[src/rtl/reset_sequencer_pkg.sv]
// -----------------------------------------------------------------------------
// reset_sequencer_pkg
//   Shared definitions for the reset sequencer:
//     - seq_state_e   : sequencer FSM states, 2-bit binary encoding
//     - cnt_width()   : width of the shared stretch/step counter
//     - params_legal(): parameter legality check used at elaboration
// -----------------------------------------------------------------------------
package reset_sequencer_pkg;

  typedef enum logic [1:0] {
    ST_ASSERT  = 2'd0,
    ST_STRETCH = 2'd1,
    ST_RELEASE = 2'd2,
    ST_RUN     = 2'd3
  } seq_state_e;

  // One counter serves both the stretch and the step phases, so it is sized
  // for the longer of the two; a single-cycle phase still needs one bit.
  function automatic int unsigned cnt_width(input int unsigned stretch,
                                            input int unsigned step);
    int unsigned longest;
    longest = (stretch > step) ? stretch : step;
    return (longest <= 1) ? 1 : $clog2(longest);
  endfunction

  function automatic bit params_legal(input int unsigned sync_stages,
                                      input int unsigned stretch,
                                      input int unsigned step,
                                      input int unsigned num_outs);
    return (sync_stages >= 2) && (stretch >= 1) && (step >= 1) &&
           (num_outs >= 1) && (num_outs <= 16);
  endfunction

endpackage

[src/rtl/reset_sync.sv]
// -----------------------------------------------------------------------------
// reset_sync
//   Reset-release synchronizer: a SYNC_STAGES-deep chain of flops whose first
//   D input is tied high. All stages clear asynchronously while reset is low;
//   the 1 walks through the chain after release.
//   Ports:
//     clk    in  clock
//     reset  in  raw reset, asynchronous, active-low
//     sync_q out synchronized release (1 = reset released)
// -----------------------------------------------------------------------------
module reset_sync #(
  parameter int unsigned SYNC_STAGES = 2
) (
  input  logic clk,
  input  logic reset,
  output logic sync_q
);

  logic [SYNC_STAGES-1:0] chain;

  // NOTE: sequential state is written with non-blocking assignments so every
  // stage samples its neighbour's pre-edge value and the chain shifts by one.
  always_ff @(posedge clk or negedge reset) begin
    if (!reset) chain <= '0;
    else        chain <= {chain[SYNC_STAGES-2:0], 1'b1};
  end

  assign sync_q = chain[SYNC_STAGES-1];

endmodule

[src/rtl/reset_sequencer.sv]
// -----------------------------------------------------------------------------
// reset_sequencer
//   Turns one raw board reset into NUM_OUTS active-low resets that assert
//   asynchronously, release synchronously, are stretched after release and
//   then deassert one at a time (bit 0 first). A level soft_req sampled while
//   fully released re-runs the stretch/step sequence and answers with a
//   one-cycle soft_ack when it completes.
//   Ports:
//     clk          in  clock
//     reset        in  raw reset, asynchronous, active-low
//     soft_req     in  software reset request (level, held until soft_ack)
//     rst_n_out    out generated resets, active-low, registered
//     all_released out high while every rst_n_out bit is 1
//     soft_ack     out one-cycle pulse when a soft sequence completes
// -----------------------------------------------------------------------------
module reset_sequencer
  import reset_sequencer_pkg::*;
#(
  parameter int unsigned SYNC_STAGES    = 2,
  parameter int unsigned STRETCH_CYCLES = 16,
  parameter int unsigned STEP_CYCLES    = 8,
  parameter int unsigned NUM_OUTS       = 4
) (
  input  logic                clk,
  input  logic                reset,
  input  logic                soft_req,
  output logic [NUM_OUTS-1:0] rst_n_out,
  output logic                all_released,
  output logic                soft_ack
);

  if (!params_legal(SYNC_STAGES, STRETCH_CYCLES, STEP_CYCLES, NUM_OUTS)) begin : g_bad_params
    $error("reset_sequencer: illegal parameter combination");
  end

  localparam int unsigned CW = cnt_width(STRETCH_CYCLES, STEP_CYCLES);
  localparam int unsigned IW = (NUM_OUTS <= 1) ? 1 : $clog2(NUM_OUTS);

  localparam logic [CW-1:0] STRETCH_LAST = CW'(STRETCH_CYCLES - 1);
  localparam logic [CW-1:0] STEP_LAST    = CW'(STEP_CYCLES - 1);
  localparam logic [IW-1:0] IDX_LAST     = IW'(NUM_OUTS - 1);

  logic                sync_q;
  seq_state_e          state_q, state_d;
  logic [CW-1:0]       cnt_q, cnt_d;
  logic [IW-1:0]       idx_q, idx_d;
  logic                pending_q, pending_d;
  logic [NUM_OUTS-1:0] rst_q, rst_d;
  logic                ack_q, ack_d;

  reset_sync #(
    .SYNC_STAGES(SYNC_STAGES)
  ) u_reset_sync (
    .clk   (clk),
    .reset (reset),
    .sync_q(sync_q)
  );

  // NOTE: every variable gets its hold value before the case statement, so
  // no path leaves one unassigned and no latch is inferred.
  always_comb begin
    state_d   = state_q;
    cnt_d     = cnt_q;
    idx_d     = idx_q;
    pending_d = pending_q;
    rst_d     = rst_q;
    ack_d     = 1'b0;

    case (state_q)
      ST_ASSERT: begin
        if (sync_q) begin
          state_d = ST_STRETCH;
          cnt_d   = '0;
        end
      end

      ST_STRETCH: begin
        if (cnt_q == STRETCH_LAST) begin
          rst_d[0] = 1'b1;
          cnt_d    = '0;
          idx_d    = IW'(1);
          if (NUM_OUTS == 1) begin
            state_d   = ST_RUN;
            ack_d     = pending_q;
            pending_d = 1'b0;
          end else begin
            state_d = ST_RELEASE;
          end
        end else begin
          cnt_d = cnt_q + 1'b1;
        end
      end

      ST_RELEASE: begin
        if (cnt_q == STEP_LAST) begin
          rst_d[idx_q] = 1'b1;
          cnt_d        = '0;
          if (idx_q == IDX_LAST) begin
            state_d   = ST_RUN;
            ack_d     = pending_q;
            pending_d = 1'b0;
          end else begin
            idx_d = idx_q + 1'b1;
          end
        end else begin
          cnt_d = cnt_q + 1'b1;
        end
      end

      ST_RUN: begin
        // Only place soft_req is looked at; outside RUN it is simply ignored.
        if (soft_req) begin
          rst_d     = '0;
          cnt_d     = '0;
          pending_d = 1'b1;
          state_d   = ST_STRETCH;
        end
      end

      default: state_d = ST_ASSERT;
    endcase
  end

  // The output resets are ordinary control flops: they must clear the instant
  // the raw reset falls, so they share the async clear with the FSM.
  always_ff @(posedge clk or negedge reset) begin
    if (!reset) begin
      state_q   <= ST_ASSERT;
      cnt_q     <= '0;
      idx_q     <= '0;
      pending_q <= 1'b0;
      rst_q     <= '0;
      ack_q     <= 1'b0;
    end else begin
      state_q   <= state_d;
      cnt_q     <= cnt_d;
      idx_q     <= idx_d;
      pending_q <= pending_d;
      rst_q     <= rst_d;
      ack_q     <= ack_d;
    end
  end

  assign rst_n_out    = rst_q;
  assign all_released = &rst_q;
  assign soft_ack     = ack_q;

endmodule
[config.mk]
export PLATFORM = sky130hd
export DESIGN_NAME = reset_sequencer
export DESIGN_NICKNAME = d
export VERILOG_FILES = /design/src/rtl/reset_sequencer_pkg.sv /design/src/rtl/reset_sync.sv /design/src/rtl/reset_sequencer.sv
export SDC_FILE = /design/constraint.sdc
export NUM_CORES = 1
export LEC_CHECK = 0
export ABC_CLOCK_PERIOD_IN_PS = 4510
export CAP_MARGIN = 20
export CELL_PAD_IN_SITES_DETAIL_PLACEMENT = 1
export CELL_PAD_IN_SITES_GLOBAL_PLACEMENT = 1
export CORE_MARGIN = 2
export CORE_UTILIZATION = 46
export DETAILED_ROUTE_END_ITERATION = 10
export GPL_TIMING_DRIVEN = 0
export PLACE_DENSITY = 0.8
export SLEW_MARGIN = 40
export SYNTH_ARGS = -nofsm -noshare
export SYNTH_HDL_FRONTEND = slang
export SYNTH_SLANG_ARGS = --single-unit
[constraint.sdc]
create_clock -name clk -period 4.51 [get_ports clk]
set_input_delay 0.902 -clock clk [delete_from_list [all_inputs] [get_ports clk]]
set_output_delay 0.902 -clock clk [all_outputs]
set_load 0.01 [all_outputs]
==> results.ini, run 1 <==
[detailed_routing]
postRouteAntennaNets = 0
wl_per_cell_um = 16.0
first_pass_iters = 4
route.met2.wl_mm = 1.07
wl_met3_um = 80
routed_wl_mm = 2.03
top_layer = met4
wl_met1_um = 863
drc = 0
via_per_inst = 5.63
vias = 715
drt_iter0_drc = 10

[global_routing]
grt_max_degree = 17
grt.overflow.total = 0
grt_pass1_vias = 796
grtUsageTotal_pct = 20.5
antenna_found_initial = 0
grt_pass1_wl_mm = 3.73

[synth]
ys_top_cells_by_area = dfrtp_1, ha_1, a22o_1
synthMuxAreaShare_pct = 2.29
synth_top_family_by_area = compound AO/OA/AOI/OAI gates
synth.top_cell.area_share_pct = 43.1
synth.ff_latch_count = 16
synth_cell_type_count = 32
ys.flop_type = dfrtp_1
synth_top_area_cell = dfrtp_1
synth_adder_area_share_pct = 14.8
synthArstFlopShare_pct = 100
synth_edf_count = 0
synthCells = 89
yosysSeqAreaShare_pct = 43.1
synth_compound_area_share_pct = 20.9
synth_area_per_cell_sq_um = 10.4
synth_xor_area_share_pct = 0
synth_area_sq_um = 928
synth-simple-area-share_pct = 13.9
synth_nets = 103
ys_warn_count = 0

[worst_setup_path]
endpoint_kind = flip-flop
path_max_fanout = 9
crit_type = primary input to flip-flop
cp-start-kind = primary input
reg2reg_to = state_q[1]
ff2ff_path_depth = 6
critPathArrivalTime_ps = 2580
regToRegSetupSlack_ps = 2520
rr_startpoint = state_q[1]
required_ps = 4690

[pwr]
power.switching_w = 0.000226
pwr-share-comb_pct = 48.7
p_leak_nw = 0.498
switching_share_pct = 39.8
intPower_w = 0.000341
power.density_mw_per_mm2 = 535
seqPwrFrac_pct = 38.0
ir_drop_mv = 0.275
pwr-share-clk_pct = 13.4

[timing]
grt_setup_unrepaired = no
setup_viol = 0
relSlewSlack_pct = 48.8
worstMarginPinSlew_ps = 758
hold_viol = 0
fin_setup_tns_ps = 0
post-route-period-util_pct = 53.2
max_freq_ghz = 0.417
period_minus_slack_ps = 2400
finalMaxSlewViolations = 0
final.setup_skew_ps = 4.40
worst_slack_ps = 2110
worst_hold_slack_ps = 365

[cells_and_area]
layout_commonest_cell = dfrtp_1
fin_nets = 116
area_growth_pct = 14.2
final_cell_mix = dfrtp_1, ha_1, inv_1, a22o_1, clkdlybuf4s50_1
num_antenna_cells = 0
drive_above_1_share_pct = 8.00

[clock_network]
post_cts_buffers = 0
cts_max_level = 1
cts_num_sinks = 16
clk_path_buf_depth = 2
tritoncts = yes
clock_latency_ps = 290
numCtsBuffers = 3
postCtsHoldBufs = 0
clk_pin_slew_ps = 90
ctsResizeCount = 0
ctsRootBufferMaster = clkbuf_4

[floorplan]
core_area_sq_mm = 0.00194
ios = 9
die_area_sq_mm = 0.00239
dieHeight_um = 48.9
die_w_um = 48.9
num_rows = 16
initial_core_util_pct = 47.8

[place]
gp_congestion = 0.762
post-place-ws_ps = 1810
place.port_buffers = 8
dp_hpwl_mm = 1.57

[worst_hold_path]
hold_end = u_reset_sync.chain[1]
hold_depth = 0
min_from = u_reset_sync.chain[0]
worst_hold_path_type = flip-flop to flip-flop

[run_status]
outcome = complete, no violations

[run]
maxCapViolations = 0

[layout make-up]
type,instances,area [sq um]
sequential,16,400
fill,229,882
timing repair buffer,8,75.1
tap,27,33.8
multi-input combinational,62,485
clock buffer,3,22.5
inverter,8,30.0
buffer,3,12.5
[how the worst max path moves through the flow]
stage	start	to	slack (ps)	cells after the start
after floorplan	soft_req	state_q[1]	2520	5
after global placement	soft_req	state_q[1]	1860	6
after detailed placement	soft_req	state_q[1]	1810	6
after CTS	soft_req	state_q[1]	2110	6
after global routing	soft_req	state_q[1]	2040	6
final	soft_req	state_q[1]	2110	6
[worst max-delay path, cell delays in order]
cell	delay [ps]
clkdlybuf4s50_1	510
inv_1	70
a22o_1	180
clkbuf_1	210
a211oi_2	340
mux2_1	360
[stage by stage]
| stage | utilization (%) | instance area (sq um) | instances | power, W |
|---|---|---|---|---|
| final | 54.6 | 1060 | 127 | 0.000567 |
| after floorplan | - | 928 | 89 | 0.000400 |
| after detailed placement | 53.7 | 1040 | 124 | 0.000495 |
| after CTS | 54.8 | 1060 | 127 | 0.000572 |
| after global placement | 53.7 | 1040 | 124 | 0.000475 |
| after global routing | 54.6 | 1060 | 127 | 0.000614 |
[kinds of logic (layout without fill, tap and decap cells)]
family                     Yosys count  after routing
muxes                                2              2
other                                1              1
DFF                                 16             16
and+or+nand+nor                     22             22
buffers and inverters               11             22
adders and majority gates           11             11
AOI/OAI and AO/OA                   26             26
[cells in the mapped netlist (all sizes together), types with 2 or more instances]
cell	number
nand3b	2
a21oi	6
a22o	8
o21ai	4
nor2	6
ha	11
inv	8
clkbuf	3
nand4b	2
dfrtp	16
nand2	4
[per-layer routing]
layer  vias to the layer above  global-route usage [%]
li1                        341                       -
met1                       357                    22.5
met2                        14                    38.6
met3                         3                    5.52
met4                         0                    5.24
met5                         -                       0
[power groups by stage]
| stage | Combinational [W] | Sequential, W | Clock, W |
|---|---|---|---|
| 6_report | 0.000276 | 0.000215 | 0.0000759 |
| 5_1_grt | 0.000306 | 0.000222 | 0.0000862 |
| 3_5_place_dp | 0.000276 | 0.000218 | 0 |
| 2_1_floorplan | 0.000183 | 0.000217 | 0 |
| 3_3_place_gp | 0.000259 | 0.000216 | 0 |
| 4_1_cts | 0.000277 | 0.000216 | 0.0000793 |
[state kept, by name (all words and copies together), names as in the netlist]
register / flops
soft_ack: 1
state_q: 2
u_reset_sync.chain: 2
idx_q: 2
rst_n_out: 4
pending_q: 1
cnt_q: 4
(Power assumes the default switching activity.)
==> inputs of run 2 (changes only) <==
- ABC_CLOCK_PERIOD_IN_PS: 4510 -> 2350
- CORE_UTILIZATION: 46 -> 43
- PLACE_DENSITY: 0.8 -> 0.75
- clock period: 4.51 -> 2.35 ns (I/O delays scaled with it)
==> run 2 against run 1 <==
Net effect: via count is 0.14% lower; critical path depth did not move; non-clock buffer count is the same; sequential power is 92% higher; register-to-register slack got worse by 2100 ps; count of clock-buffer cells in the layout grew 1; flip-flop and latch count did not move; clock power increased by 140%; largest cell class unchanged.
==> results.ini, run 2 (same netlist as run 1, synthesis figures left out) <==
[run_status]
outcome = complete, no violations

[timing]
setup_viol = 0  ; unchanged
finalMaxSlewViolations = 0  ; unchanged
max_freq_ghz = 0.520
relSlewSlack_pct = 50.5  ; +1.7 points
hold_viol = 0  ; unchanged
worstMarginPinSlew_ps = 733  ; -25.5 ps
fin_setup_tns_ps = 0  ; unchanged
period_minus_slack_ps = 1920
worst_slack_ps = 428  ; -1680 ps
final.setup_skew_ps = 5.39  ; +0.987 ps
grt_setup_unrepaired = no
post-route-period-util_pct = 81.8

[place]
place_inst = 124  ; unchanged
post-place-ws_ps = 114  ; -1690 ps
gp_congestion = 0.744  ; -2.4%
place.port_buffers = 8  ; unchanged
dp_hpwl_mm = 1.58  ; +0.28%

[pwr]
ir_drop_mv = 0.571  ; +110%
pwr-share-comb_pct = 46.5  ; -2.2 points
seqPwrFrac_pct = 37.1  ; -0.9 points
power.density_mw_per_mm2 = 1040  ; +94%
pwr-share-clk_pct = 16.4  ; +3.0 points
switching_share_pct = 38.1  ; -1.7 points
intPower_w = 0.000689  ; +100%
power.switching_w = 0.000423  ; +88%
p_leak_nw = 0.505  ; +1.4%

[worst_setup_path]
cp-start-kind = flip-flop
crit_path_start = state_q[0]
critPathArrivalTime_ps = 2100  ; -480 ps
crit_path_end = state_q[1]
rr_startpoint = state_q[0]
crit_type = flip-flop to flip-flop
ff2ff_path_depth = 6  ; unchanged
regToRegSetupSlack_ps = 430  ; -2090 ps
endpoint_kind = flip-flop
reg2reg_to = state_q[1]
required_ps = 2530  ; -2160 ps
path_max_fanout = 4  ; -5

[worst_hold_path]
worst_hold_path_type = primary input to async pin

[detailed_routing]
routed_wl_mm = 2.04  ; +0.74%
wl_per_cell_um = 16.0  ; about the same
first_pass_iters = 4  ; unchanged
drc = 0  ; unchanged
drt_iter0_drc = 3  ; -7
vias = 714  ; -0.14%
via_per_inst = 5.58  ; -0.92%
postRouteAntennaNets = 0  ; unchanged

[cells_and_area]
final_cells = 128  ; +0.79%
final_cell_mix = dfrtp_1, ha_1, inv_1, a22o_1, clkdlybuf4s50_1
area_growth_pct = 15.6
multi_input_area_sq_um = 485  ; unchanged
layout_commonest_cell = dfrtp_1
fillCellCount = 238  ; +3.9%
regArea_sq_um = 400  ; unchanged
drive_above_1_share_pct = 8.91  ; +0.91 points
fin_nets = 116  ; unchanged
num_antenna_cells = 0  ; unchanged

[clock_network]
ctsResizeCount = 0  ; unchanged
clock_latency_ps = 290  ; about the same
cts_num_sinks = 16  ; unchanged
ctsRootBufferMaster = clkbuf_4
clk_path_buf_depth = 2  ; unchanged
tritoncts = yes
post_cts_buffers = 0  ; unchanged
cts_max_level = 1  ; unchanged
clk_pin_slew_ps = 90  ; about the same
postCtsHoldBufs = 0  ; unchanged
numCtsBuffers = 3  ; unchanged

[floorplan]
ios = 9  ; unchanged
die_w_um = 50.5  ; +3.1%
die_area_sq_mm = 0.00255  ; +6.4%
dieHeight_um = 50.5  ; +3.1%
core_area_sq_mm = 0.00200  ; +3.1%
initial_core_util_pct = 46.4  ; -1.4 points
num_rows = 16  ; unchanged

[global_routing]
grt_pass1_vias = 731  ; -8.2%
grtUsageTotal_pct = 19.2  ; -1.3 points
grt.overflow.total = 0  ; unchanged
antenna_found_initial = 0  ; unchanged
grt_max_degree = 17  ; unchanged
grt_pass1_wl_mm = 3.54  ; -5.0%

[run]
maxCapViolations = 0  ; unchanged

==> run 2: changes by cell type in the layout (fill, tap and decap cells not counted) <==
cell and delta:
clkbuf_8 +1
==> run 2: worst min-delay path by stage <==
| stage | endpoint | slack, ps | cells past startpoint |
|---|---|---|---|
| 2_1_floorplan | cnt_q[0] | 170 | 0 |
| 5_1_grt | idx_q[0] | 90 | 1 |
| 3_3_place_gp | u_reset_sync.chain[1] | 340 | 0 |
| 6_report | idx_q[0] | 80 | 1 |
| 3_5_place_dp | u_reset_sync.chain[1] | 340 | 0 |
| 4_1_cts | u_reset_sync.chain[1] | 370 | 0 |
==> run 2: metrics by stage <==
step	instance area (sq um)	hold WS, ps	util (%)	total power, W
4_1_cts	1080	367	53.9	0.00114
2_1_floorplan	928	174	-	0.000767
5_1_grt	1070	94.7	53.6	0.00120
3_5_place_dp	1040	340	52.1	0.000941
3_3_place_gp	1040	339	52.1	0.000915
6_report	1070	78.6	53.6	0.00111
==> run 2: metal layers <==
layer,GRT usage [%],wire length (um),vias up
li1,-,-,347
met1,20.6,865,348
met2,36.2,1060,14
met3,4.76,79,5
met4,6.76,32,0
met5,0,0,-
==> run 2: layout make-up <==
type	instances	area share [%]
clock buffers	4	3.38
well taps	27	3.15
inverters	8	2.80
repair buffers	8	6.99
flip-flops and latches	16	37.3
multi-input cells	62	45.2
plain buffers	3	1.17
==> run 2: power by group through the flow <==
stage / clock [W] / combinational, W / sequential, W
final: 0.000182 / 0.000517 / 0.000413
after global placement: 0 / 0.000501 / 0.000414
after detailed placement: 0 / 0.000522 / 0.000420
after floorplan: 0 / 0.000351 / 0.000417
after global routing: 0.000199 / 0.000581 / 0.000423
after CTS: 0.000200 / 0.000526 / 0.000415
==> run 2: worst max-delay path: stages (launching register included) <==
cell and delay (ps):
dfrtp_1 420, inv_1 110, ha_1 240, or2_2 290
o311a_1 170, a211oi_2 230, mux2_1 350
